==> src/rtl/tqvp_wdt_reset_ctrl.sv <==
// Watchdog reset controller: grace window with interrupt, fixed-width reset pulse, event counter.
// Optional sticky CTRL.LOCK is compiled in when TQVP_WDT_RSTCTL_LOCK_EN is defined.
module tqvp_wdt_reset_ctrl #(
   parameter int PULSE_LEN = 16,
   parameter int CNT_W     = 8
) (
   input  logic        clk,
   input  logic        rst,
   input  logic        wdt_timeout,
   input  logic [7:0]  ui_in,
   output logic [7:0]  uo_out,
   input  logic [5:0]  address,
   input  logic [31:0] data_in,
   input  logic [1:0]  data_write_n,
   input  logic [1:0]  data_read_n,
   output logic [31:0] data_out,
   output logic        data_ready,
   output logic        user_interrupt,
   output logic        sys_reset_req
);

   localparam logic [5:0]  ADDR_CTRL   = 6'h00;
   localparam logic [5:0]  ADDR_GRACE  = 6'h04;
   localparam logic [5:0]  ADDR_STATUS = 6'h08;
   localparam logic [5:0]  ADDR_CLEAR  = 6'h0C;
   localparam logic [31:0] CLEAR_KEY   = 32'h0000_C1EA;
   localparam logic [7:0]  PULSE_LAST  = 8'(PULSE_LEN - 1);

   typedef enum logic [1:0] {
      S_IDLE    = 2'd0,
      S_GRACE   = 2'd1,
      S_RESET   = 2'd2,
      S_HOLDOFF = 2'd3
   } state_t;

   state_t            state_reg, state_next;
   logic [15:0]       grace_cnt_reg, grace_cnt_next;
   logic [7:0]        pulse_cnt_reg, pulse_cnt_next;
   logic              arm_reg;
   logic [15:0]       grace_len_reg;
   logic [CNT_W-1:0]  reset_count_reg, reset_count_next;
   logic              last_was_reset_reg, last_was_reset_next;
   logic              sys_reset_req_reg, user_interrupt_reg;
   logic              data_ready_reg;
   logic [31:0]       data_out_reg;
   logic [31:0]       rd_data;
   logic [31:0]       status_word;
   logic [31:0]       ctrl_word;
   logic              wr_en, rd_en;
   logic              ctrl_wr, grace_wr, clear_wr;
   logic              enter_reset, tap_in_grace;
   logic              unused_inputs;

   assign wr_en    = (data_write_n != 2'b11);
   assign rd_en    = (data_read_n != 2'b11);
   assign clear_wr = wr_en && (address == ADDR_CLEAR) && (data_in == CLEAR_KEY);
   assign unused_inputs = ^ui_in;

`ifdef TQVP_WDT_RSTCTL_LOCK_EN
   logic lock_reg;

   // Once locked, CTRL and GRACE are frozen until the next rst.
   assign ctrl_wr   = wr_en && (address == ADDR_CTRL) && !lock_reg;
   assign grace_wr  = wr_en && (address == ADDR_GRACE) && !lock_reg;
   assign ctrl_word = {30'd0, lock_reg, arm_reg};

   always_ff @(posedge clk or posedge rst) begin
      if (rst) begin
         lock_reg <= 1'b0;
      end else if (ctrl_wr && data_in[1]) begin
         lock_reg <= 1'b1;
      end
   end
`else
   assign ctrl_wr   = wr_en && (address == ADDR_CTRL);
   assign grace_wr  = wr_en && (address == ADDR_GRACE);
   assign ctrl_word = {31'd0, arm_reg};
`endif

   always_comb begin
      state_next     = state_reg;
      grace_cnt_next = grace_cnt_reg;
      pulse_cnt_next = pulse_cnt_reg;
      enter_reset    = 1'b0;
      tap_in_grace   = 1'b0;
      case (state_reg)
         S_IDLE: begin
            if (arm_reg && wdt_timeout) begin
               state_next     = S_GRACE;
               grace_cnt_next = grace_len_reg;
            end
         end
         S_GRACE: begin
            if (!wdt_timeout) begin
               state_next   = S_IDLE;
               tap_in_grace = 1'b1;
            end else if (!arm_reg) begin
               state_next = S_IDLE;
            end else if (grace_cnt_reg == 16'd0) begin
               state_next     = S_RESET;
               pulse_cnt_next = PULSE_LAST;
               enter_reset    = 1'b1;
            end else begin
               grace_cnt_next = grace_cnt_reg - 16'd1;
            end
         end
         S_RESET: begin
            // ARM is deliberately not consulted: a started pulse always completes.
            if (pulse_cnt_reg == 8'd0) begin
               state_next = S_HOLDOFF;
            end else begin
               pulse_cnt_next = pulse_cnt_reg - 8'd1;
            end
         end
         S_HOLDOFF: begin
            if (!wdt_timeout) begin
               state_next = S_IDLE;
            end
         end
         default: begin
            state_next = S_IDLE;
         end
      endcase
   end

   // A CLEAR landing on the RESET-entry edge takes priority over the increment.
   always_comb begin
      reset_count_next    = reset_count_reg;
      last_was_reset_next = last_was_reset_reg;
      if (clear_wr) begin
         reset_count_next    = '0;
         last_was_reset_next = 1'b0;
      end else if (enter_reset) begin
         if (reset_count_reg != {CNT_W{1'b1}}) begin
            reset_count_next = reset_count_reg + CNT_W'(1);
         end
         last_was_reset_next = 1'b1;
      end else if (tap_in_grace) begin
         last_was_reset_next = 1'b0;
      end
   end

   always_comb begin
      status_word              = '0;
      status_word[1:0]         = state_reg;
      status_word[2]           = last_was_reset_reg;
      status_word[CNT_W+7:8]   = reset_count_reg;
      case (address)
         ADDR_CTRL:   rd_data = ctrl_word;
         ADDR_GRACE:  rd_data = {16'd0, grace_len_reg};
         ADDR_STATUS: rd_data = status_word;
         ADDR_CLEAR:  rd_data = 32'd0;
         default:     rd_data = 32'hFFFF_FFFF;
      endcase
   end

   always_ff @(posedge clk or posedge rst) begin
      if (rst) begin
         state_reg          <= S_IDLE;
         grace_cnt_reg      <= 16'd0;
         pulse_cnt_reg      <= 8'd0;
         arm_reg            <= 1'b0;
         grace_len_reg      <= 16'd0;
         reset_count_reg    <= '0;
         last_was_reset_reg <= 1'b0;
         sys_reset_req_reg  <= 1'b0;
         user_interrupt_reg <= 1'b0;
         data_ready_reg     <= 1'b0;
         data_out_reg       <= 32'd0;
      end else begin
         state_reg          <= state_next;
         grace_cnt_reg      <= grace_cnt_next;
         pulse_cnt_reg      <= pulse_cnt_next;
         reset_count_reg    <= reset_count_next;
         last_was_reset_reg <= last_was_reset_next;
         // Outputs decoded from the next state so they are clean flop outputs.
         sys_reset_req_reg  <= (state_next == S_RESET);
         user_interrupt_reg <= (state_next == S_GRACE);
         data_ready_reg     <= rd_en;
         data_out_reg       <= rd_en ? rd_data : 32'd0;
         if (ctrl_wr) begin
            arm_reg <= data_in[0];
         end
         if (grace_wr) begin
            grace_len_reg <= data_in[15:0];
         end
      end
   end

   assign sys_reset_req  = sys_reset_req_reg;
   assign user_interrupt = user_interrupt_reg;
   assign data_ready     = data_ready_reg;
   assign data_out       = data_out_reg;
   assign uo_out[0]      = sys_reset_req_reg;
   assign uo_out[1]      = user_interrupt_reg;

   genvar gi;
   generate
      for (gi = 2; gi < 8; gi++) begin : g_uo_zero
         assign uo_out[gi] = 1'b0;
      end
   endgenerate

endmodule

==> config.mk <==
export PLATFORM = sky130hd
export DESIGN_NAME = tqvp_wdt_reset_ctrl
export DESIGN_NICKNAME = d
export VERILOG_FILES = /design/src/rtl/tqvp_wdt_reset_ctrl.sv
export SDC_FILE = /design/constraint.sdc
export NUM_CORES = 1
export LEC_CHECK = 0
export ABC_AREA = 1
export BUFFER_PORTS_ARGS = -buffer_cell sky130_fd_sc_hd__buf_2
export CORE_MARGIN = 1.5
export CORE_UTILIZATION = 35
export CTS_CLUSTER_DIAMETER = 100
export CTS_CLUSTER_SIZE = 14
export DETAILED_ROUTE_END_ITERATION = 8
export PLACE_DENSITY = 0.61
export SYNTH_ARGS = -nofsm -noshare
export SYNTH_HDL_FRONTEND = slang
export SYNTH_SLANG_ARGS = --single-unit
export TNS_END_PERCENT = 1
==> constraint.sdc <==
create_clock -name clk -period 3.8 [get_ports clk]
set_input_delay 0.57 -clock clk [delete_from_list [all_inputs] [get_ports clk]]
set_output_delay 0.57 -clock clk [all_outputs]
set_load 0.01 [all_outputs]
# --- Word level (Yosys, flattened, before mapping) ---
# Index checks and enable logic that the tools add are counted.
# Widths: inputs -> output; s select.
word_totals:
  word_cells: 80
  output_inout_bits: 43
  ff_bits: 87
  input_bits: 53
op_classes:
  add_sub_neg: 3
  n_reduce_logical: 17
  mux: 31
  eq_ne: 18
op_table:
  columns: ["cell", "n"]
  rows:
  - ["$pmux 32 s4", 1]
  - ["$mux 16", 4]
  - ["$mux 8", 7]
  - ["$eq 32x16->1 const B", 1]
  - ["$mux 32", 1]
  - ["$pmux 16 s2", 1]
  - ["$logic_not 16->1", 1]
  - ["$ne 2x2->1 const B", 8]
  - ["$pmux 8 s2", 1]
  - ["$sub 16x1->16 const B", 1]
  - ["$eq 6x4->1 const B", 2]
  - ["$mux 2", 6]
  - ["$reduce_and 5->1", 2]
  - ["$mux 1", 9]
  - ["$add 8x1->8 const B", 1]
  - ["$logic_not 8->1", 1]
  - ["$ne 8x8->1 const B", 1]
  - ["$pmux 2 s4", 1]
  - ["$reduce_bool 2->1", 4]
  - ["$sub 8x1->8 const B", 1]
  - ["$eq 2x2->1 const B", 3]
  - ["$eq 6x3->1 const B", 1]
  - ["$logic_not 6->1", 1]
  - ["$logic_and 1x1->1", 5]
  - ["other kinds (4)", 5]

# --- Longest topological paths before layout ---
depth:
  depth_word: 7
  ltp_mapped: 11
  mapped_depth_nobuf: 10

# --- Worst setup path before layout ---
# Ideal clock, no wire load.
synth_path:
  kind: "input to register"
  start: "input port address[5]"
  end: "register grace_len_reg[0]"
  n_path_buf: 1
  path_slack_ns: 2.095
  required_time_ns: 3.672
  setup_ns: 0.128
  arrival_time_ns: 1.578
  stages: 6
  path_cell_list: "nor2_2 > nand4_4 > clkinv_2 > nand2_1 > buf_2 > mux2_1"
synth_via:
  elab_chain_len: 2
synth_lines:
  columns: ["element", "line_no", "text"]
  rows:
  - ["from (decl)", "12", "input logic [5:0] address,"]
  - ["$eq 6x3->1", "76", "assign grace_wr = wr_en && (address == ADDR_GRACE);"]
  - ["$logic_and 1x1->1", "76", null]
  - ["to (signal assigned)", "185", "grace_len_reg <= data_in[15:0];"]
  - ["to (decl)", "40", "logic [15:0] grace_len_reg;"]
# No other way between the ends.
# A chain may end at the register's enable or synchronous reset.

# --- Final worst setup path ---
# Ends and elaborated chain as after synthesis.

==> flow_summary.ini <==
[critical_path]
critPathTopFamily = simple AND/OR/NAND/NOR gates
worstSetupPathType = in -> reg
end_kind = flip-flop
startpoint_type = input port
crit_required_ps = 4010
crit_slowest_cell = nand2_1
crit_chain = buf_2, nor2_2, nand4_4, clkinv_2, nand2_1, mux2_1
critical_path_buf_inv_count = 2
max_stage_delay_ps = 540
critical_path_arrival_ps = 2350
crit_path_max_fanout = 29

[floorplan]
start_util_pct = 36.4
fp.dieH_um = 110
io_pins = 96
rows = 38
core_area_um2 = 11000
die_area_um2 = 12100
dieWidth_um = 110

[sta]
max-slew-margin-rel_pct = 40.1
slew_viol_final = 0
setup_slack_ps = 1660
tightest_slew_ps = 897
clock.fmax_ghz = 0.467
period_needed_ps = 2140
rsz0062_at_grt = no
final_hold_viol_count = 0
period_share_pct = 56.4
finClkSkew_ps = 7.03
setup_violations = 0
setup_tns_ps = 0

[clock_network]
ctsHoldBuffers = 0
cts-resized-gates = 0
root_buffer = clkbuf_16
path_clk_slew_ps = 60
insertion_delay_ps = 330
clkSinkCount = 72
cts_setup_buffers = 0
cts_made_buffers = 9
clock_path_buffers = 2
cts_tree = done
ctsHtreeMaxLevel = 3

[route]
drtAntennaViolNets = 0
dr.pass1.iters = 4
wl_per_cell_um = 13.0
viasPerCell = 4.82
drc = 0
drt_iter0_markers = 158
num_vias = 3474
drt_wl_total_mm = 9.40

[placement]
hpwl_mm = 6.82
dp_slack_ps = 1320
placed_area_um2 = 4350
place_congestion = 0.880
numPortBuffers = 81

[global_route]
grt.total_usage_pct = 16.6
use_met3_pct = 2.67
grtUsageMet1_pct = 23.0
grt-busiest-layer = met2
grt_first_pass_wirelength_mm = 15.4
antenna_found_initial = 0
use_met2_pct = 26.1
grt_max_degree = 73
grt_overflow = 0
grt_pass1_vias = 3220

[power]
leakagePower_nw = 2.34
max-vdd-ir-drop_v = 0.000200
power_density_nw_per_um2 = 623

[finish]
layout.area.seq_um2 = 1800
final_util_pct = 42.6
antennaDiodeCount = 0
finish.instance_area_um2 = 4680
nets = 632
multi_input_area_um2 = 1670
syn_to_final_growth_pct = 17.1
largest_register_ffs = 17
drive_gt1_share_pct = 20.5
nFillCells = 1088

[synthesis]
async_flop_share_pct = 100
syn_inst = 514
synth_edf_count = 0
yosysMostFrequentCell = nand2_1
synth_top_cell_by_area = dfrtp_1
avgSynthCellArea_um2 = 7.77
syn_area_um2 = 3990
synth_area_leaders = dfrtp_1 (45%), nand2_1 (8.5%), nor2_1 (7.4%)
ys_seq_elements = 72
yosys_most_used_dff = dfrtp_1
synth_commonest_cells = nand2_1 (90), nor2_1 (79), dfrtp_1 (72), inv_1 (67), o21ai_0 (34)
synth.distinct_cells = 35
ys_warn_count = 0
yosysTopAreaCellShare_pct = 45.1
ys_seq_area_share_pct = 45.1

[outcome]
status = completed

[hold_path]
hold_path_class = in -> async

[flow_run]
drv_cap = 0
layer usage:
metal / up-vias / part of all wire (%)
met4: 0 / 1.4
met3: 11 / 4.6
met2: 94 / 48
met1: 1626 / 46
met5: - / 0
li1: 1743 / -
kinds of logic after synthesis:
group,Yosys count,synth area share [%]
XOR/XNOR,7,1.54
AO/OA/AOI/OAI,95,12.4
adder cells (fa/ha/maj),3,0.940
buffers and inverters,110,13.6
flip-flops,72,45.1
multiplexers,3,0.846
other,1,0.0939
AND/OR/NAND/NOR,223,25.5
final timing paths:
check	from	end	slack, ps	cells past startpoint
worst min register to register	grace_len_reg[9]$_DFFE_PP0P_	grace_len_reg[9]$_DFFE_PP0P_	500	2
worst max register to register	grace_cnt_reg[0]$_DFFE_PP0P_	grace_cnt_reg[12]$_DFFE_PP0P_	1710	9
worst min-delay path	rst	data_out[2]$_DFF_PP0_	320	3
max in group asynchronous	rst	data_out[4]$_DFF_PP0_	3170	3
min in group clk	data_in[7]	grace_len_reg[7]$_DFFE_PP0P_	470	2
worst max-delay path	address[5]	grace_len_reg[0]$_DFFE_PP0P_	1660	6
cell type report:
class	instances	area share [%]
flip-flops and latches	72	38.5
multi-input cells	337	35.7
repair buffers	82	9.10
inverters	74	6.07
clock buffers	10	5.11
well taps	140	3.75
clock inverters	6	1.77
worst reg2reg max path, cell delays in order, from the launching register on:
cell      delay [ps]
dfrtp_1          370
inv_1            140
ha_1             220
nand2_2          140
nor2_4           190
nand3_1          110
nand2_2          320
inv_2            230
o211ai_1         160
o21ai_1           90
power by group:
group          internal [mW]  switching (mW)  total, mW
registers              0.945           0.175       1.12
logic                  0.304           0.583      0.887
clock network          0.589           0.318      0.907
cell usage in the layout (no fill, tap or decap), drive strengths merged:
master,netlist,routed
inv,73,73
xnor2,3,3
nor3,4,4
o211ai,4,4
nand2,92,92
a31oi,3,3
clkbuf,5,10
buf,31,82
nor2,87,87
nor3b,1,1
clkinvlp,0,1
nand3b,2,2
mux2,3,3
clkinv,1,4
dfrtp,72,72
conb,1,6
nor4,1,1
nand3,19,19
a22oi,1,1
nand4,17,17
xor2,4,4
bufinv,0,2
ha,3,3
o21ai,54,54
a21oi,33,33
through the flow:
step	hold slack, ps	power (mW)	std cells
after detailed placement	484	2.02	705
after CTS	340	2.94	721
after global placement	476	1.99	705
after floorplan	453	1.81	519
after global routing	350	3.12	721
final	323	2.91	721
No activity file was read; power rests on OpenSTA's default activity.
